**config.mk**
```make
export PLATFORM = sky130hd
export DESIGN_NAME = ir_nec_rx
export DESIGN_NICKNAME = d
export VERILOG_FILES = /design/src/rtl/ir_nec_pkg.sv /design/src/rtl/ir_pulse_timer.sv /design/src/rtl/ir_nec_rx.sv
export SDC_FILE = /design/constraint.sdc
export NUM_CORES = 1
export LEC_CHECK = 0
export BUFFER_PORTS_ARGS = -buffer_cell sky130_fd_sc_hd__buf_2
export CAP_MARGIN = 0
export CELL_PAD_IN_SITES_DETAIL_PLACEMENT = 0
export CELL_PAD_IN_SITES_GLOBAL_PLACEMENT = 1
export CORE_ASPECT_RATIO = 0.9
export CORE_MARGIN = 1.5
export CORE_UTILIZATION = 49
export DETAILED_ROUTE_END_ITERATION = 12
export GPL_TIMING_DRIVEN = 0
export PLACE_DENSITY = 0.79
export SYNTH_ARGS = -nofsm -noshare
export SYNTH_HDL_FRONTEND = slang
export SYNTH_SLANG_ARGS = --single-unit
```
**constraint.sdc**
```tcl
create_clock -name Clk -period 2.8 [get_ports Clk]
set_input_delay 0.56 -clock Clk [delete_from_list [all_inputs] [get_ports Clk]]
set_output_delay 0.56 -clock Clk [all_outputs]
set_load 0.1 [all_outputs]
```
**src/rtl/ir_nec_pkg.sv**
```systemverilog
// ir_nec_pkg: shared states, error codes and elaboration-time timing helpers for the NEC receiver
package ir_nec_pkg;

    typedef enum logic [2:0] {
        S_IDLE,
        S_LEAD_LO,
        S_LEAD_HI,
        S_BIT_LO,
        S_BIT_HI,
        S_STOP_HI,
        S_RPT_LO
    } state_t;

    localparam logic [2:0] E_NONE    = 3'd0;
    localparam logic [2:0] E_LEADER  = 3'd1;
    localparam logic [2:0] E_BIT     = 3'd2;
    localparam logic [2:0] E_INV     = 3'd3;
    localparam logic [2:0] E_TIMEOUT = 3'd4;
    localparam logic [2:0] E_ORPHAN  = 3'd5;

    // Nominal cycle count of an interval given in microseconds
    function automatic longint cyc(input int us, input int clk_hz);
        return longint'(us) * longint'(clk_hz) / 1_000_000;
    endfunction

    // Lower (hi=0) or upper (hi=1) acceptance bound around a nominal cycle count
    function automatic longint win(input longint n, input int tol, input bit hi);
        return hi ? n * (100 + tol) / 100 : n * (100 - tol) / 100;
    endfunction

    // Interval counter saturation point: 12 ms
    function automatic longint t_to(input int clk_hz);
        return cyc(12000, clk_hz);
    endfunction

    function automatic int cnt_w(input int clk_hz);
        return $clog2(t_to(clk_hz) + 1);
    endfunction

endpackage

```
**src/rtl/ir_pulse_timer.sv**
```systemverilog
// ir_pulse_timer: synchronises the IR line, detects edges and measures the level that just ended
module ir_pulse_timer
    import ir_nec_pkg::*;
#(
    parameter int CLK_HZ      = 50_000_000,
    parameter int SYNC_STAGES = 2,
    parameter int W           = cnt_w(CLK_HZ)
) (
    input  logic         Clk,
    input  logic         Rst_n,
    input  logic         iIR,
    output logic         fall,
    output logic         rise,
    output logic [W-1:0] len,
    output logic         sat
);

    localparam logic [W-1:0] T_TO = W'(t_to(CLK_HZ));

    logic [SYNC_STAGES-1:0] sync;
    logic                   prev;
    logic                   lvl;
    logic [W-1:0]           cnt;

    assign lvl  = sync[SYNC_STAGES-1];
    assign fall = prev & ~lvl;
    assign rise = ~prev & lvl;
    assign len  = cnt;
    assign sat  = (cnt == T_TO);

    // Sync chain, edge-detect flop, and a counter that restarts at 1 on each edge so len equals the level length
    always_ff @(posedge Clk or negedge Rst_n) begin
        if (!Rst_n) begin
            sync <= '1;
            prev <= 1'b1;
            cnt  <= '0;
        end else begin
            sync <= {sync[SYNC_STAGES-2:0], iIR};
            prev <= lvl;
            cnt  <= (fall | rise) ? W'(1) : (sat ? cnt : cnt + W'(1));
        end
    end

endmodule

```
**src/rtl/ir_nec_rx.sv**
```systemverilog
// ir_nec_rx: NEC infrared frame and repeat-code decoder with inverse check and error classification
module ir_nec_rx
    import ir_nec_pkg::*;
#(
    parameter int CLK_HZ        = 50_000_000,
    parameter int TOL_PCT       = 20,
    parameter int SYNC_STAGES   = 2,
    parameter int CHECK_INV     = 1,
    parameter int REPEAT_WIN_MS = 120
) (
    input  logic        Clk,
    input  logic        Rst_n,
    input  logic        iIR,
    output logic [15:0] irAddr,
    output logic [7:0]  irCmd,
    output logic        frame_vld,
    output logic        repeat_vld,
    output logic        err,
    output logic [2:0]  err_code,
    output logic        busy
);

    localparam int W = cnt_w(CLK_HZ);

    localparam logic [W-1:0] LEAD_MIN  = W'(win(cyc(9000, CLK_HZ), TOL_PCT, 1'b0));
    localparam logic [W-1:0] LEAD_MAX  = W'(win(cyc(9000, CLK_HZ), TOL_PCT, 1'b1));
    localparam logic [W-1:0] LHI_MIN   = W'(win(cyc(4500, CLK_HZ), TOL_PCT, 1'b0));
    localparam logic [W-1:0] LHI_MAX   = W'(win(cyc(4500, CLK_HZ), TOL_PCT, 1'b1));
    localparam logic [W-1:0] RHI_MIN   = W'(win(cyc(2250, CLK_HZ), TOL_PCT, 1'b0));
    localparam logic [W-1:0] RHI_MAX   = W'(win(cyc(2250, CLK_HZ), TOL_PCT, 1'b1));
    localparam logic [W-1:0] SHORT_MIN = W'(win(cyc(560, CLK_HZ), TOL_PCT, 1'b0));
    localparam logic [W-1:0] SHORT_MAX = W'(win(cyc(560, CLK_HZ), TOL_PCT, 1'b1));
    localparam logic [W-1:0] ONE_MIN   = W'(win(cyc(1690, CLK_HZ), TOL_PCT, 1'b0));
    localparam logic [W-1:0] ONE_MAX   = W'(win(cyc(1690, CLK_HZ), TOL_PCT, 1'b1));

    localparam longint          RPT_CYC = cyc(REPEAT_WIN_MS * 1000, CLK_HZ);
    localparam int              RW      = $clog2(RPT_CYC + 1);
    localparam logic [RW-1:0]   T_RPT   = RW'(RPT_CYC);

    logic          fall;
    logic          rise;
    logic          edg;
    logic          sat;
    logic [W-1:0]  len;
    logic          ok_lead;
    logic          ok_lhi;
    logic          ok_rhi;
    logic          ok_short;
    logic          ok_one;
    logic          inv_ok;
    state_t        state;
    logic [5:0]    idx;
    logic [31:0]   sr;
    logic [RW-1:0] rpt;

    ir_pulse_timer #(
        .CLK_HZ      (CLK_HZ),
        .SYNC_STAGES (SYNC_STAGES),
        .W           (W)
    ) u_timer (
        .Clk   (Clk),
        .Rst_n (Rst_n),
        .iIR   (iIR),
        .fall  (fall),
        .rise  (rise),
        .len   (len),
        .sat   (sat)
    );

    assign edg      = fall | rise;
    assign ok_lead  = (len >= LEAD_MIN)  && (len <= LEAD_MAX);
    assign ok_lhi   = (len >= LHI_MIN)   && (len <= LHI_MAX);
    assign ok_rhi   = (len >= RHI_MIN)   && (len <= RHI_MAX);
    assign ok_short = (len >= SHORT_MIN) && (len <= SHORT_MAX);
    assign ok_one   = (len >= ONE_MIN)   && (len <= ONE_MAX);
    assign inv_ok   = (CHECK_INV == 0) || (sr[23:16] == ~sr[31:24]);
    assign busy     = (state != S_IDLE);

    // Decoder FSM: walks leader, 32 bits and stop burst, reports frames, repeats and aborts as one-cycle pulses
    always_ff @(posedge Clk or negedge Rst_n) begin
        if (!Rst_n) begin
            state      <= S_IDLE;
            idx        <= '0;
            sr         <= '0;
            rpt        <= '0;
            irAddr     <= '0;
            irCmd      <= '0;
            frame_vld  <= 1'b0;
            repeat_vld <= 1'b0;
            err        <= 1'b0;
            err_code   <= E_NONE;
        end else begin
            frame_vld  <= 1'b0;
            repeat_vld <= 1'b0;
            err        <= 1'b0;
            if (rpt != '0)
                rpt <= rpt - RW'(1);
            // An edge always takes priority; a saturated len then fails every window
            if (state != S_IDLE && !edg && sat) begin
                err      <= 1'b1;
                err_code <= E_TIMEOUT;
                state    <= S_IDLE;
            end else begin
                case (state)
                    S_IDLE: begin
                        if (fall)
                            state <= S_LEAD_LO;
                    end
                    S_LEAD_LO: begin
                        if (rise) begin
                            if (ok_lead) begin
                                state <= S_LEAD_HI;
                            end else begin
                                err      <= 1'b1;
                                err_code <= E_LEADER;
                                state    <= S_IDLE;
                            end
                        end
                    end
                    S_LEAD_HI: begin
                        if (fall) begin
                            idx <= '0;
                            if (ok_lhi) begin
                                state <= S_BIT_LO;
                            end else if (ok_rhi) begin
                                state <= S_RPT_LO;
                            end else begin
                                err      <= 1'b1;
                                err_code <= E_LEADER;
                                state    <= S_IDLE;
                            end
                        end
                    end
                    S_BIT_LO: begin
                        if (rise) begin
                            if (!ok_short) begin
                                err      <= 1'b1;
                                err_code <= E_BIT;
                                state    <= S_IDLE;
                            end else if (idx == 6'd32) begin
                                state <= S_STOP_HI;
                                if (inv_ok) begin
                                    frame_vld <= 1'b1;
                                    irAddr    <= sr[15:0];
                                    irCmd     <= sr[23:16];
                                    rpt       <= T_RPT;
                                end else begin
                                    err      <= 1'b1;
                                    err_code <= E_INV;
                                end
                            end else begin
                                state <= S_BIT_HI;
                            end
                        end
                    end
                    S_BIT_HI: begin
                        if (fall) begin
                            if (ok_short || ok_one) begin
                                sr    <= {ok_one, sr[31:1]};
                                idx   <= idx + 6'd1;
                                state <= S_BIT_LO;
                            end else begin
                                err      <= 1'b1;
                                err_code <= E_BIT;
                                state    <= S_IDLE;
                            end
                        end
                    end
                    S_STOP_HI: begin
                        state <= S_IDLE;
                    end
                    S_RPT_LO: begin
                        if (rise) begin
                            state <= S_IDLE;
                            if (!ok_short) begin
                                err      <= 1'b1;
                                err_code <= E_BIT;
                            end else if (rpt != '0) begin
                                repeat_vld <= 1'b1;
                                rpt        <= T_RPT;
                            end else begin
                                err      <= 1'b1;
                                err_code <= E_ORPHAN;
                            end
                        end
                    end
                    default: state <= S_IDLE;
                endcase
            end
        end
    end

endmodule

```
==> impl_results.md <==
- Largest family of logic cells by synthesized area: simple AND/OR/NAND/NOR gates
- Core ar.: 12200 um2
- Tmin final: 2.72 ns
- Die H: 110 um
- Clock Skews: 0.0137 ns
- Antenna viol nets, final: 0
- Layout filler cell count: 999
- Fraction of registers with async set/reset: 100%
- Skew-Pair Late Insertion Delay: about 0.42 ns
- Final Hold Fails: 0
- RSZ-0062 raised after global routing: yes
- Worst Hold Class: in -> async
- Area grow syn2layout: 19.0%
- Fmax: 0.368 GHz
- Drt pass-1 iters: 5
- GRT Util Overall: 23.9%
- P_leak: 3.50 nW
- Post-synth EDFFs: 0
- Cts hold-fix bufs: 0
- Slew headroom: 62.7%
- Longest Clk Path Bufs: 2
- Max Fanout on Critical Path: 10
- Residual DRC: 0
- Die span in x: 122 um
- Worst Tran Pin Value: 0.554 ns
- Die ar.: 13400 um2
- Critical Path Source Type: register
- Flop2flop setup slack: 0.08 ns
- Number of distinct library cells after synthesis: 67
- Cells after Synth: 588
- Xor/xnor cell area share of the yosys netlist: around 5.8%
- DRT iter0 DRCs: 360
- # diodes: 0
- I/O Pins: 34
- DR WL/cell: 17.9 um
- Synthesis-stage register bit count: 117
- Sequential share of the synthesized area: 47.1%
- Synth Flop Type: dfrtp_1
- Post-Synth Simple-Gate Area: between 10% and 20%
- Crit path required time: 3.10 ns
- Total negative setup slack: 0 ns
- Cts bufs inserted: 17
- Setup Viol. Count Final: 0
- Via count: 4777
- Worst Path Arrival: 3.01 ns
- Num rows: 38
- Post-synthesis compound-gate area fraction: under 10%
- H-tree lvl count: 4
- Share of post-route cells with drive strength above 1: 24.4%
- Yosys Warn Count: 0
- Final Cycle Share: a little over nine tenths
- Max rail drop VDD: 0.573 mV
- Pin count of the biggest net entering global routing: 71
- Slew Viols, Final: 0
- Worst-path clk slew: ~0.060 ns
- Initial Utilization: 50.9%
- Synth Net Count: 600
- Via density: 5.83
- Final nets: roughly 660
- Gr ovfl total: 0
- Initial antenna violation count: 0
- Routed WL: 14700 um
- Status: finished, final reports clean
- Gpl congestion: 0.871
- Global-route wire length before repair: 24500 um
- CTS tree: yes
- Clock sinks: 117
- Layout Utilization: between 60% and 70%
- P per Cell Area: 597 nW/um2
- DP Wirelength: 9980 um
- Mapped Area: 6220 um2
- Vias in the first global route: between 4000 and 5000
- Post-synthesis adder-cell area fraction: 1.97%
- Crit path kind: reg -> reg
- Port bufs: 33
- Mux cell area share after synthesis: 13.5%
- Max cap viols: 0
- Syn avg cell area: 10.6 um2
- Clk root buf: clkbuf_16
- Setup crit end kind: register
==> power by group <==
part           total [mW]  switching, mW  internal (mW)
Clock                2.34          0.835           1.50
Combinational       0.341          0.242         0.0987
Sequential           1.74         0.0233           1.72
Total                4.42           1.10           3.32
==> cells by family after synthesis <==
family	Yosys count
flops	117
mux	67
xor+xnor	41
compound gates	70
simple gates	226
fa+ha+maj	10
buf+inv	57
==> layer usage <==
layer	up-vias	global-route usage, %	wire length (um)
li1	2221	-	-
met3	26	5.76	647
met4	0	8.74	252
met2	137	35.8	6800
met1	2393	33.6	6960
met5	-	0	0
==> cell type report <==
cell class | instances | area [um2] | area share (%)
Buffer | 38 | 214 | 2.89
Clock buffer | 19 | 433 | 5.85
Clock inverter | 13 | 195 | 2.64
Inverter | 18 | 67.6 | 0.913
Multi-Input combinational cell | 414 | 3120 | 42.1
Sequential cell | 117 | 2930 | 39.6
Tap cell | 160 | 200 | 2.70
Timing Repair Buffer | 40 | 244 | 3.30
==> cell usage after synthesis (all sizes together), types with 3 or more instances <==
library cell	number	area (um2)
or4	7	56.3
nand2b	13	81.3
dfstp	3	78.8
o21bai	3	22.5
and4	4	35.0
nand4	13	81.3
a21oi	17	85.1
ha	9	113
o21ai	9	45.0
o31a	3	26.3
nor3	20	110
nor3b	3	22.5
nand2	37	139
and3	10	62.6
dfrtp	114	2850
inv	18	67.6
nor2	60	225
a31oi	4	25.0
xor2	13	114
or3	9	56.3
o22ai	3	18.8
nor4	17	136
nor4b	4	35.0
clkbuf	25	93.8
o211ai	6	45.0
mux2i	11	110
a311oi	3	26.3
xnor2	28	245
nand3	18	90.1
mux2	56	732
nor2b	3	18.8
buf	14	101
==> state kept, by name (all words and copies together) (netlist names) <==
name / cells
repeat_vld: 1
err_code: 3
u_timer.sync: 2
rpt: 23
irAddr: 16
state: 3
idx: 6
sr: 32
u_timer.prev: 1
err: 1
irCmd: 8
u_timer.len: 20
frame_vld: 1
==> critical path, cell delays in order (launching register included) <==
cell and delay (ns):
dfrtp_2 0.46, inv_1 0.11, ha_1 0.15, nor3b_4 0.24
nand3_4 0.14, nor4_4 0.35, maj3_1 0.26, o32ai_2 0.10
o2111a_1 0.17, buf_6 0.15, buf_6 0.16, mux2_4 0.30
==> final timing paths <==
path,depth (start not counted),endpoint,start
worst max-delay path,11,sr[23],u_timer.len[0]
worst min-delay path,1,u_timer.len[3],Rst_n
worst max register to register,11,sr[23],u_timer.len[0]
worst min register to register,0,u_timer.sync[1],u_timer.sync[0]
max in group asynchronous,2,rpt[0],Rst_n
min in group Clk,1,u_timer.sync[0],iIR
==> timing repair <==
item                                    in CTS  in global routing
pin swaps                                    1                  3
endpoints found under the setup margin      78                 70
gates resized for setup                      7                 28
setup buffers                                2                  4
==> cells in the final DEF, fill, tap and decap left out, types with 5 or more instances in the layout <==
cell,count
dfrtp_1,113
ha_1,9
or3_1,9
buf_4,10
buf_6,6
o21ai_0,8
mux2_1,5
nor4_1,14
mux2_2,24
nand3_1,16
and3_1,10
o211ai_1,6
mux2_4,27
nor3_1,16
nand2_1,37
xnor2_1,28
nor2_1,60
nand4_1,13
inv_1,18
clkbuf_1,20
a21oi_1,17
mux2i_1,11
clkbuf_16,17
or4_1,6
nand2b_1,13
buf_2,34
xor2_1,13
==> stage by stage <==
| stage | worst slack, ns | total power, mW | cells | cell area, um2 | hold WS (ns) |
|---|---|---|---|---|---|
| after floorplan | 0.312 | 1.98 | 588 | 6220 | 0.264 |
| after global placement | -0.301 | 2.07 | 781 | 6590 | 0.347 |
| after detailed placement | -0.333 | 2.08 | 782 | 6620 | 0.347 |
| after CTS | 0.0206 | 4.43 | 816 | 7290 | 0.0751 |
| after global routing | -0.0279 | 4.56 | 819 | 7400 | 0.103 |
| final | 0.0838 | 4.42 | 819 | 7400 | 0.0649 |
(Power assumes the default switching activity.)
